===== src/rtl/glip_uart_ctrl_pkg.sv =====
// Shared definitions for the GLIP UART link-protocol controller.
//   ESC            escape byte that prefixes every control message
//   CREDIT_PREFIX  high nibble of the second byte of a credit message
//   CTRL_PREFIX    upper six bits of an escaped control command (0x00..0x03)
//   ingress_state_t / egress_state_t  decoder and transmitter arbiter states
package glip_uart_ctrl_pkg;

    localparam logic [7:0] ESC           = 8'hFE;
    localparam logic [3:0] CREDIT_PREFIX = 4'h8;
    localparam logic [5:0] CTRL_PREFIX   = 6'b000000;

    typedef enum logic [1:0] {
        ING_IDLE,
        ING_ESC,
        ING_CRLO
    } ingress_state_t;

    typedef enum logic [2:0] {
        EG_IDLE,
        EG_DATA,
        EG_ESC2,
        EG_CR0,
        EG_CR1,
        EG_CR2
    } egress_state_t;

endpackage


===== src/rtl/glip_uart_ctrl.sv =====
// Byte-level link-protocol controller between the UART receiver/transmitter
// and the ingress/egress byte buffers (I/O clock domain).
//   clk, nreset                          clock, synchronous active-low reset
//   ingress_in_*                         bytes from the UART receiver (never stalled)
//   ingress_out_*                        decoded data bytes toward the ingress buffer
//   egress_in_*                          data bytes popped from the egress buffer
//   egress_out_data/enable/done          byte handshake with the UART transmitter
//   transfer_in                          one ingress credit freed by the logic side
//   ctrl_logic_rst, com_rst, error       host-requested resets and error strobe
module glip_uart_ctrl
    import glip_uart_ctrl_pkg::*;
#(
    parameter int unsigned FIFO_CREDIT_WIDTH = 12,
    parameter int unsigned INPUT_FIFO_CREDIT = 4090,
    parameter int unsigned CREDIT_UPDATE_MIN = 512
) (
    input  logic       clk,
    input  logic       nreset,
    input  logic [7:0] ingress_in_data,
    input  logic       ingress_in_valid,
    output logic       ingress_in_ready,
    output logic [7:0] ingress_out_data,
    output logic       ingress_out_valid,
    input  logic       ingress_out_ready,
    input  logic [7:0] egress_in_data,
    input  logic       egress_in_valid,
    output logic       egress_in_ready,
    output logic [7:0] egress_out_data,
    output logic       egress_out_enable,
    input  logic       egress_out_done,
    input  logic       transfer_in,
    output logic       ctrl_logic_rst,
    output logic       com_rst,
    output logic       error
);

    localparam int unsigned CW  = FIFO_CREDIT_WIDTH;
    localparam int unsigned ECW = FIFO_CREDIT_WIDTH + 4;

    localparam logic [CW-1:0]  INIT_CREDIT = CW'(INPUT_FIFO_CREDIT);
    localparam logic [CW-1:0]  UPD_MIN     = CW'(CREDIT_UPDATE_MIN);
    localparam logic [ECW-1:0] ECREDIT_MAX = '1;

    logic irst;
    assign irst             = ~nreset | com_rst;
    assign ingress_in_ready = 1'b1;

    // ------------------------------------------------------------------
    // Ingress decoder
    // ------------------------------------------------------------------
    ingress_state_t ing_state, ing_state_nxt;
    logic [3:0]     credit_hi;
    logic           emit, proto_err, credit_hi_ld, credit_add;
    logic           ctrl_cmd, com_req, drop_err;
    logic [CW-1:0]  credit_val;

    always_comb begin
        ing_state_nxt = ing_state;
        emit          = 1'b0;
        proto_err     = 1'b0;
        credit_hi_ld  = 1'b0;
        credit_add    = 1'b0;
        ctrl_cmd      = 1'b0;
        com_req       = 1'b0;
        if (ingress_in_valid) begin
            case (ing_state)
                ING_IDLE: begin
                    if (ingress_in_data == ESC) ing_state_nxt = ING_ESC;
                    else                        emit = 1'b1;
                end
                ING_ESC: begin
                    ing_state_nxt = ING_IDLE;
                    if (ingress_in_data == ESC) begin
                        emit = 1'b1;
                    end else if (ingress_in_data[7:4] == CREDIT_PREFIX) begin
                        credit_hi_ld  = 1'b1;
                        ing_state_nxt = ING_CRLO;
                    end else if (ingress_in_data[7:2] == CTRL_PREFIX) begin
                        ctrl_cmd = 1'b1;
                        com_req  = ingress_in_data[1];
                    end else begin
                        proto_err = 1'b1;
                    end
                end
                ING_CRLO: begin
                    ing_state_nxt = ING_IDLE;
                    credit_add    = 1'b1;
                end
                default: ing_state_nxt = ING_IDLE;
            endcase
        end
    end

    // A new data byte arriving while the held one is still unaccepted is lost.
    assign drop_err   = emit & ingress_out_valid & ~ingress_out_ready;
    assign credit_val = CW'({credit_hi, ingress_in_data});

    always_ff @(posedge clk) begin
        if (irst) begin
            ing_state         <= ING_IDLE;
            ingress_out_valid <= 1'b0;
            credit_hi         <= '0;
        end else begin
            ing_state <= ing_state_nxt;
            if (credit_hi_ld) credit_hi <= ingress_in_data[3:0];
            if (emit && !drop_err) begin
                ingress_out_data  <= ingress_in_data;
                ingress_out_valid <= 1'b1;
            end else if (ingress_out_valid && ingress_out_ready) begin
                ingress_out_valid <= 1'b0;
            end
        end
    end

    // com_rst feeds irst, so a requested pulse clears itself on the next cycle.
    always_ff @(posedge clk) begin
        if (!nreset) begin
            ctrl_logic_rst <= 1'b0;
            com_rst        <= 1'b1;
        end else begin
            com_rst <= ~irst & ctrl_cmd & com_req;
            if (!irst && ctrl_cmd) ctrl_logic_rst <= ingress_in_data[0];
        end
    end

    // ------------------------------------------------------------------
    // Egress credit (granted by host) and accumulated ingress credit
    // ------------------------------------------------------------------
    logic [ECW-1:0] ecredit;
    logic [ECW:0]   ecredit_sum;
    logic           credit_dec;
    logic [CW-1:0]  count, msg_sub;

    always_comb begin
        ecredit_sum = {1'b0, ecredit};
        if (credit_add) ecredit_sum = ecredit_sum + (ECW+1)'(credit_val);
        if (credit_dec) ecredit_sum = ecredit_sum - (ECW+1)'(1);
    end

    always_ff @(posedge clk) begin
        if (irst) begin
            ecredit <= '0;
            error   <= 1'b0;
            count   <= '0;
        end else begin
            ecredit <= ecredit_sum[ECW] ? ECREDIT_MAX : ecredit_sum[ECW-1:0];
            error   <= proto_err | drop_err | ecredit_sum[ECW];
            count   <= count + CW'(transfer_in) - msg_sub;
        end
    end

    // ------------------------------------------------------------------
    // Egress arbiter / transmitter sequencing
    // ------------------------------------------------------------------
    egress_state_t eg_state, eg_state_nxt;
    logic          grant_pending, load_msg;
    logic [CW-1:0] msg_val;
    logic [11:0]   msg_word;
    logic [7:0]    eg_byte;

    // The initial grant is not backed by accumulated transfers, so it leaves
    // the count untouched; update messages hand back exactly what was counted.
    assign msg_sub  = (load_msg && !grant_pending) ? count : '0;
    assign msg_word = 12'(msg_val);

    always_comb begin
        eg_state_nxt    = eg_state;
        load_msg        = 1'b0;
        credit_dec      = 1'b0;
        egress_in_ready = 1'b0;
        case (eg_state)
            EG_IDLE: begin
                if (!irst) begin
                    if (grant_pending || count >= UPD_MIN) begin
                        load_msg     = 1'b1;
                        eg_state_nxt = EG_CR0;
                    end else if (egress_in_valid && ecredit != '0) begin
                        egress_in_ready = 1'b1;
                        credit_dec      = 1'b1;
                        eg_state_nxt    = EG_DATA;
                    end
                end
            end
            EG_DATA: if (egress_out_done) eg_state_nxt = (eg_byte == ESC) ? EG_ESC2 : EG_IDLE;
            EG_ESC2: if (egress_out_done) eg_state_nxt = EG_IDLE;
            EG_CR0:  if (egress_out_done) eg_state_nxt = EG_CR1;
            EG_CR1:  if (egress_out_done) eg_state_nxt = EG_CR2;
            EG_CR2:  if (egress_out_done) eg_state_nxt = EG_IDLE;
            default: eg_state_nxt = EG_IDLE;
        endcase
    end

    always_comb begin
        egress_out_data = '0;
        case (eg_state)
            EG_DATA, EG_ESC2: egress_out_data = eg_byte;
            EG_CR0:           egress_out_data = ESC;
            EG_CR1:           egress_out_data = {CREDIT_PREFIX, msg_word[11:8]};
            EG_CR2:           egress_out_data = msg_word[7:0];
            default:          egress_out_data = '0;
        endcase
    end

    assign egress_out_enable = (eg_state != EG_IDLE);

    always_ff @(posedge clk) begin
        if (irst) begin
            eg_state      <= EG_IDLE;
            grant_pending <= 1'b1;
        end else begin
            eg_state <= eg_state_nxt;
            if (load_msg) grant_pending <= 1'b0;
        end
    end

    always_ff @(posedge clk) begin
        if (load_msg)   msg_val <= grant_pending ? INIT_CREDIT : count;
        if (credit_dec) eg_byte <= egress_in_data;
    end

endmodule


===== config.mk =====
export PLATFORM = sky130hd
export DESIGN_NAME = glip_uart_ctrl
export DESIGN_NICKNAME = d
export VERILOG_FILES = /design/src/rtl/glip_uart_ctrl_pkg.sv /design/src/rtl/glip_uart_ctrl.sv
export SDC_FILE = /design/constraint.sdc
export NUM_CORES = 1
export LEC_CHECK = 0
export ABC_CLOCK_PERIOD_IN_PS = 6400
export BUFFER_PORTS_ARGS = -buffer_cell sky130_fd_sc_hd__clkbuf_2
export CAP_MARGIN = 25
export CORE_AREA = 2 2 128 80
export DETAILED_ROUTE_END_ITERATION = 16
export DIE_AREA = 0 0 130 82
export GPL_TIMING_DRIVEN = 0
export PLACE_DENSITY = 0.67
export SYNTH_ARGS = -nofsm -noshare
export SYNTH_HDL_FRONTEND = slang
export SYNTH_SLANG_ARGS = --single-unit

===== constraint.sdc =====
create_clock -name clk -period 6.4 [get_ports clk]
set_clock_uncertainty 0.15 [all_clocks]
set_input_delay 0.64 -clock clk [delete_from_list [all_inputs] [get_ports clk]]
set_output_delay 0.64 -clock clk [all_outputs]
set_load 0.01 [all_outputs]

==> results of run 1 <==
## worst max-delay path by stage
| stage | end | cells after the start | slack [ns] |
|---|---|---|---|
| floorplan | count[10] | 17 | 2.41 |
| global placement | count[10] | 17 | 2.01 |
| detailed placement | count[10] | 17 | 1.94 |
| CTS | count[10] | 17 | 1.90 |
| global route | count[10] | 17 | 1.48 |
| finish | count[10] | 17 | 1.84 |
## stage by stage
stage | power, mW | setup WS, ns | hold slack [ns] | utilization | instances
after floorplan | 0.7885 | 2.414 | 0.3203 | - | 501
after global placement | 0.8555 | 2.013 | 0.3526 | 0.5239 | 679
after detailed placement | 0.8704 | 1.939 | 0.3605 | 0.5245 | 680
after CTS | 1.413 | 1.902 | 0.3224 | 0.5582 | 696
after global routing | 1.487 | 1.476 | 0.3209 | 0.5582 | 696
final | 1.415 | 1.840 | 0.3268 | 0.5582 | 696
## layer usage
layer | GRT usage | wire length [um] | vias up
li1 | - | - | 1938
met1 | 0.3309 | 5804 | 1830
met2 | 0.3000 | 4356 | 112
met3 | 0.06906 | 867 | 11
met4 | 0.05054 | 88 | 0
met5 | 0 | 0 | -
## layout make-up
type	count	area share
multi-input combinational	386	0.5142
sequential	70	0.3150
clock buffer	9	0.04218
timing repair buffer	44	0.04125
tap	135	0.03164
buffer	27	0.02484
clock inverter	7	0.01828
inverter	18	0.01266
## sequential cells by signal (all words and copies together) (netlist names)
signal             flops
error                  1
ecredit               16
credit_hi              4
eg_state               3
ing_state              2
msg_val               12
grant_pending          1
ingress_out_valid      1
ingress_out_data       8
ctrl_logic_rst         1
com_rst                1
count                 12
eg_byte                8
## synth_stat cells, drive strengths merged (7+ instances only)
library cell  number
clkbuf            15
mux2i             14
or2               14
o21ai             18
o21bai             7
nor4               9
dfxtp             42
xor2              13
xnor2             20
edfxtp            28
o31ai              7
o21a               9
nor2b             10
inv               18
ha                24
nand2             34
nand3             15
nor3              16
a21oi             48
buf               12
nand4              7
nor2              37
## cells by family after synthesis
| logic type | Yosys count | synth area share |
|---|---|---|
| and+or+nand+nor | 183 | 0.2240 |
| AOI/OAI and AO/OA | 125 | 0.1920 |
| muxes | 16 | 0.03792 |
| DFF | 70 | 0.3640 |
| buffers and inverters | 45 | 0.04333 |
| adders and majority gates | 26 | 0.07367 |
| other | 1 | 0.0008118 |
| xor gates and xnor gates | 33 | 0.06419 |
## power breakdown
group / internal, mW / switching, mW / total, mW
Combinational: 0.149 / 0.206 / 0.356
Sequential: 0.498 / 0.0166 / 0.515
Clock: 0.342 / 0.203 / 0.545
Total: 0.990 / 0.426 / 1.42
## worst max-delay path, cell delays in order, from the launching register on
cell	delay, ns
dfxtp_1	0.30
clkbuf_1	0.19
or3_1	0.48
or2_2	0.31
or3_1	0.38
clkbuf_1	0.26
and2_1	0.23
ha_1	0.20
fa_1	0.41
a21o_1	0.19
a21oi_1	0.23
o21bai_1	0.10
a21oi_1	0.25
o21bai_1	0.10
a21oi_1	0.27
o21ai_0	0.17
xnor2_1	0.16
nor2_1	0.05
==> qor.txt, run 1 <==
Fin. max-slew vios = 0
Routed vias/inst = 5.591
Sequential Area = 1682 um^2
Max-cap viol count = 0
Yosys top cell by area = dfxtp_1
CP Data Required Time = 6.46 ns
Multi-input gate area = 2745 um^2
Ys async rst share = 0
Final Hold Vio Count = 0
Die area = 10,660 um^2
Area after DPL = 5016 um^2
Routability cong. = 0.9055
Die height = 82 um
Register area share after synthesis = 0.3640
Slew headroom = 0.4021
Worst Tran Pin Value = 0.8936 ns
PwrDens = 265.1 nW/um^2
Hold worst-path end = eg_byte[5]
R2R Path End = count[10]
CTS tree = done
Rows = 28
Total track usage = 0.2193
Max Fclk = 0.2193 GHz
Outcome = finished, final reports clean
Clk slew on worst S/H paths = 0.06 ns
LEAKAGE = 2.209 nW
Yosys reg bits = 70
WL/cell = 15.97 um
DRC = 0
Finished Cell Area = 5339 um^2
Num CTS Buffers = 9
Critical path type = reg2reg
Fin crit period = 4.560 ns
Netlist cell types = 72
Yosys warnings = 0
Syn Area/Cell = 9.257 um^2
Final worst-path cycle share = 0.7125
CTS Buffer Depth = 2
First-pass GRT wire length = 17,950 um
Maximum level of the CTS H-tree = 3
Commonest cells after routing, fill and taps aside = clkbuf_2, dfxtp_1, a21oi_1
Hpwl dp = 8402 um
Nets@finish = 605
Final setup TNS = 0 ns
Post-Syn Area = 4619 um^2
CTS Hold Buffers Added = 0
Hold depth = 1
Clk Latency, worst-skew pair = 0.34 ns
Die Span X = 130 um
I/O pins = 46
Critical Path Start Type = flop
Post-CTS setup buffer count = 0
Synth Flop Type = dfxtp_1
Hold path start = egress_in_data[5]
RSZ-0062 raised after global routing = no
Vias in the first global route = 3,549
Worst vdd ir = 167.8 uV
Top cells by area, synth = dfxtp_1, edfxtp_1, ha_1, a21oi_1, xnor2_1
Crit. End Element = flop
Post-cts sizing count = 0
Detailed Route WL = 11,120 um
Share of cells above drive strength 1 = 0.2068
GRT overflow = 0
First-pass DRT Iterations = 5
Fillcell total = 855
Vias = 3,891
Share of the synthesized area in the top cell type = 0.1820
Iteration-0 DRC Markers = 325
Crit-path max FO = 10
Worst R2R Start = eg_state[1]
Min-delay worst type = in2reg
Largest net degree at the start of global routing = 17
Core area = 9564 um^2
R2r setup slk = 1.84 ns
Clk root buf = clkbuf_16
R2R depth = 17
Critical Path AT = 4.62 ns
Buffers added on ports = 43
Setup crit start = eg_state[1]
Final setup vio count = 0
Post-Syn Instances = 499
Synth-to-layout area growth = 15.57%
Initial antenna violation count = 0
Clk sinks = 70
Final ANT Viol Nets = 0
Post-synth EDFFs = 28
Commonest non-fill, non-tap cell in the layout = clkbuf_2
Initial core utilization = 0.4830
# diodes = 0
No activity file was read; power rests on OpenSTA's default activity.
==> run 2: changes to the inputs <==
--- a/config.mk
+++ b/config.mk
@@ -5,7 +5,7 @@
 export SDC_FILE = /design/constraint.sdc
 export NUM_CORES = 1
 export LEC_CHECK = 0
-export ABC_CLOCK_PERIOD_IN_PS = 6400
+export ABC_CLOCK_PERIOD_IN_PS = 4350
 export BUFFER_PORTS_ARGS = -buffer_cell sky130_fd_sc_hd__clkbuf_2
 export CAP_MARGIN = 25
 export CORE_AREA = 2 2 128 80
==> constraint.sdc (replaced) <==
create_clock -name clk -period 4.35 [get_ports clk]
set_clock_uncertainty 0.15 [all_clocks]
set_input_delay 0.435 -clock clk [delete_from_list [all_inputs] [get_ports clk]]
set_output_delay 0.435 -clock clk [all_outputs]
set_load 0.01 [all_outputs]
==> qor.txt, run 2 (synthesized netlist as in run 1, its figures left out) <==
Outcome = finished, final reports clean
Clk Latency, worst-skew pair = 0.33 ns
Fin. max-slew vios = 0
Worst Tran Pin Value = 0.8962 ns
Largest register FFs = 16
Clk sinks = 70
Critical path type = reg2reg
Critical Path Start Type = flop
GRT met3 Usage = 0.06906
Crit. End Element = flop
Hold slack = 0.1232 ns
Core area = 9564 um^2
# diodes = 0
First-pass GRT wire length = 17,890 um
Largest net degree at the start of global routing = 17
Maximum level of the CTS H-tree = 3
Final worst-path cycle share = 0.9260
Finished Core Util = 0.5600
Die height = 82 um
Max-cap viol count = 0
DRC = 0
Total track usage = 0.2186
GRT overflow = 0
Fillcell total = 852
Top reg by flops = ecredit
CTS tree = done
Hpwl dp = 8402 um
Final Hold Vio Count = 0
Initial core utilization = 0.4830
Met2 usage = 0.2990
GRT Max-Usage Layer = met1
Rows = 28
Routed vias/inst = 5.587
First-pass DRT Iterations = 6
Pwr Total = 2.090 mW
Commonest non-fill, non-tap cell in the layout = clkbuf_2
Critical Path AT = 4.09 ns
Top Registers = ecredit: 16 flops, count: 12 flops, msg_val: 12 flops
Clk root buf = clkbuf_16
Detailed Route WL = 11,140 um
Vias = 3,883
Max Fclk = 0.2482 GHz
LEAKAGE = 2.210 nW
Final ANT Viol Nets = 0
DP Cell Count = 680
Worst Slack Setup Final = 0.3218 ns
Cell Count, Final, Fillers Out = 695
Die area = 10,660 um^2
Routability cong. = 0.9055
Synth-to-layout area growth = 15.95%
CP Data Required Time = 4.41 ns
Nets@finish = 604
Post-placement setup slack = -0.1110 ns
Slew headroom = 0.4003
I/O pins = 46
Share of cells above drive strength 1 = 0.2161
Fin crit period = 4.028 ns
Commonest cells after routing, fill and taps aside = clkbuf_2, dfxtp_1, nor2_1
Min-delay worst type = in2reg
CTS Buffer Depth = 2
Iteration-0 DRC Markers = 302
Buffers added on ports = 43
Clk slew on worst S/H paths = 0.06 ns
Worst vdd ir = 244.8 uV
Met1 Use GR = 0.3297
PwrDens = 390.2 nW/um^2
WL/cell = 16.03 um
RSZ-0062 raised after global routing = no
Initial antenna violation count = 0
Die Span X = 130 um
Final setup vio count = 0
Vias in the first global route = 3,535
Crit-path max FO = 13
Num CTS Buffers = 9
## run 2: cell count changes in the layout (fill, tap and decap cells not counted)
cell,before,now
a21oi_2,11,14
or3_4,0,2
clkbuf_1,15,14
or3_1,4,2
a21oi_1,37,34
## run 2: report_power, final
group | switching (mW) | total, mW | internal (mW)
combinational | 0.306 | 0.533 | 0.228
clock | 0.296 | 0.800 | 0.504
sequential | 0.0244 | 0.757 | 0.733
## run 2: final timing paths
path / startpoint / end / slack, ns / depth (start not counted)
max: eg_state[1] / count[10] / 0.32 / 16
min: egress_in_data[5] / eg_byte[5] / 0.12 / 1
max reg2reg: eg_state[1] / count[10] / 0.32 / 16
min reg2reg: count[7] / msg_val[7] / 0.38 / 1
## run 2: timing repair
action / 4_1_cts / 5_1_grt
buffers inserted: 0 / 0
setup endpoints to repair: 2 / 2
hold buffers: 0 / 0
resized for setup: 1 / 4
## run 2: critical path: stages, from the launching register on
cell      delay [ns]
dfxtp_1         0.30
clkbuf_1        0.20
or3_4           0.45
or2_2           0.30
or3_4           0.42
and2_1          0.19
ha_1            0.20
fa_1            0.41
a21o_1          0.20
a21oi_2         0.17
o21bai_1        0.10
a21oi_2         0.19
o21bai_1        0.10
a21oi_2         0.18
o21ai_0         0.13
xnor2_1         0.15
nor2_1          0.05
## run 2: stage by stage
step	instance area (um^2)	TNS, ns
2_1_floorplan	4627	0
3_3_place_gp	5011	-0.03734
3_5_place_dp	5016	-0.1135
4_1_cts	5340	0
5_1_grt	5356	0
6_report	5356	0
## run 2: area by class of cell
| cell class | count | area, um^2 | share of cell area |
|---|---|---|---|
| buffer | 26 | 128.9 | 0.02406 |
| clock buffer | 9 | 225.2 | 0.04205 |
| clock inverter | 7 | 97.59 | 0.01822 |
| inverter | 18 | 67.56 | 0.01261 |
| multi-input combinational | 386 | 2766 | 0.5165 |
| sequential | 70 | 1682 | 0.3139 |
| tap | 135 | 168.9 | 0.03153 |
| timing repair buffer | 44 | 220.2 | 0.04111 |
## run 2: routing by layer
layer  wire length (um)  share of wire  vias to the layer above
li1                   -              -                     1932
met1               5813           0.52                     1834
met2               4361           0.39                      109
met3                886          0.080                        8
met4                 77         0.0069                        0
met5                  0              0                        -
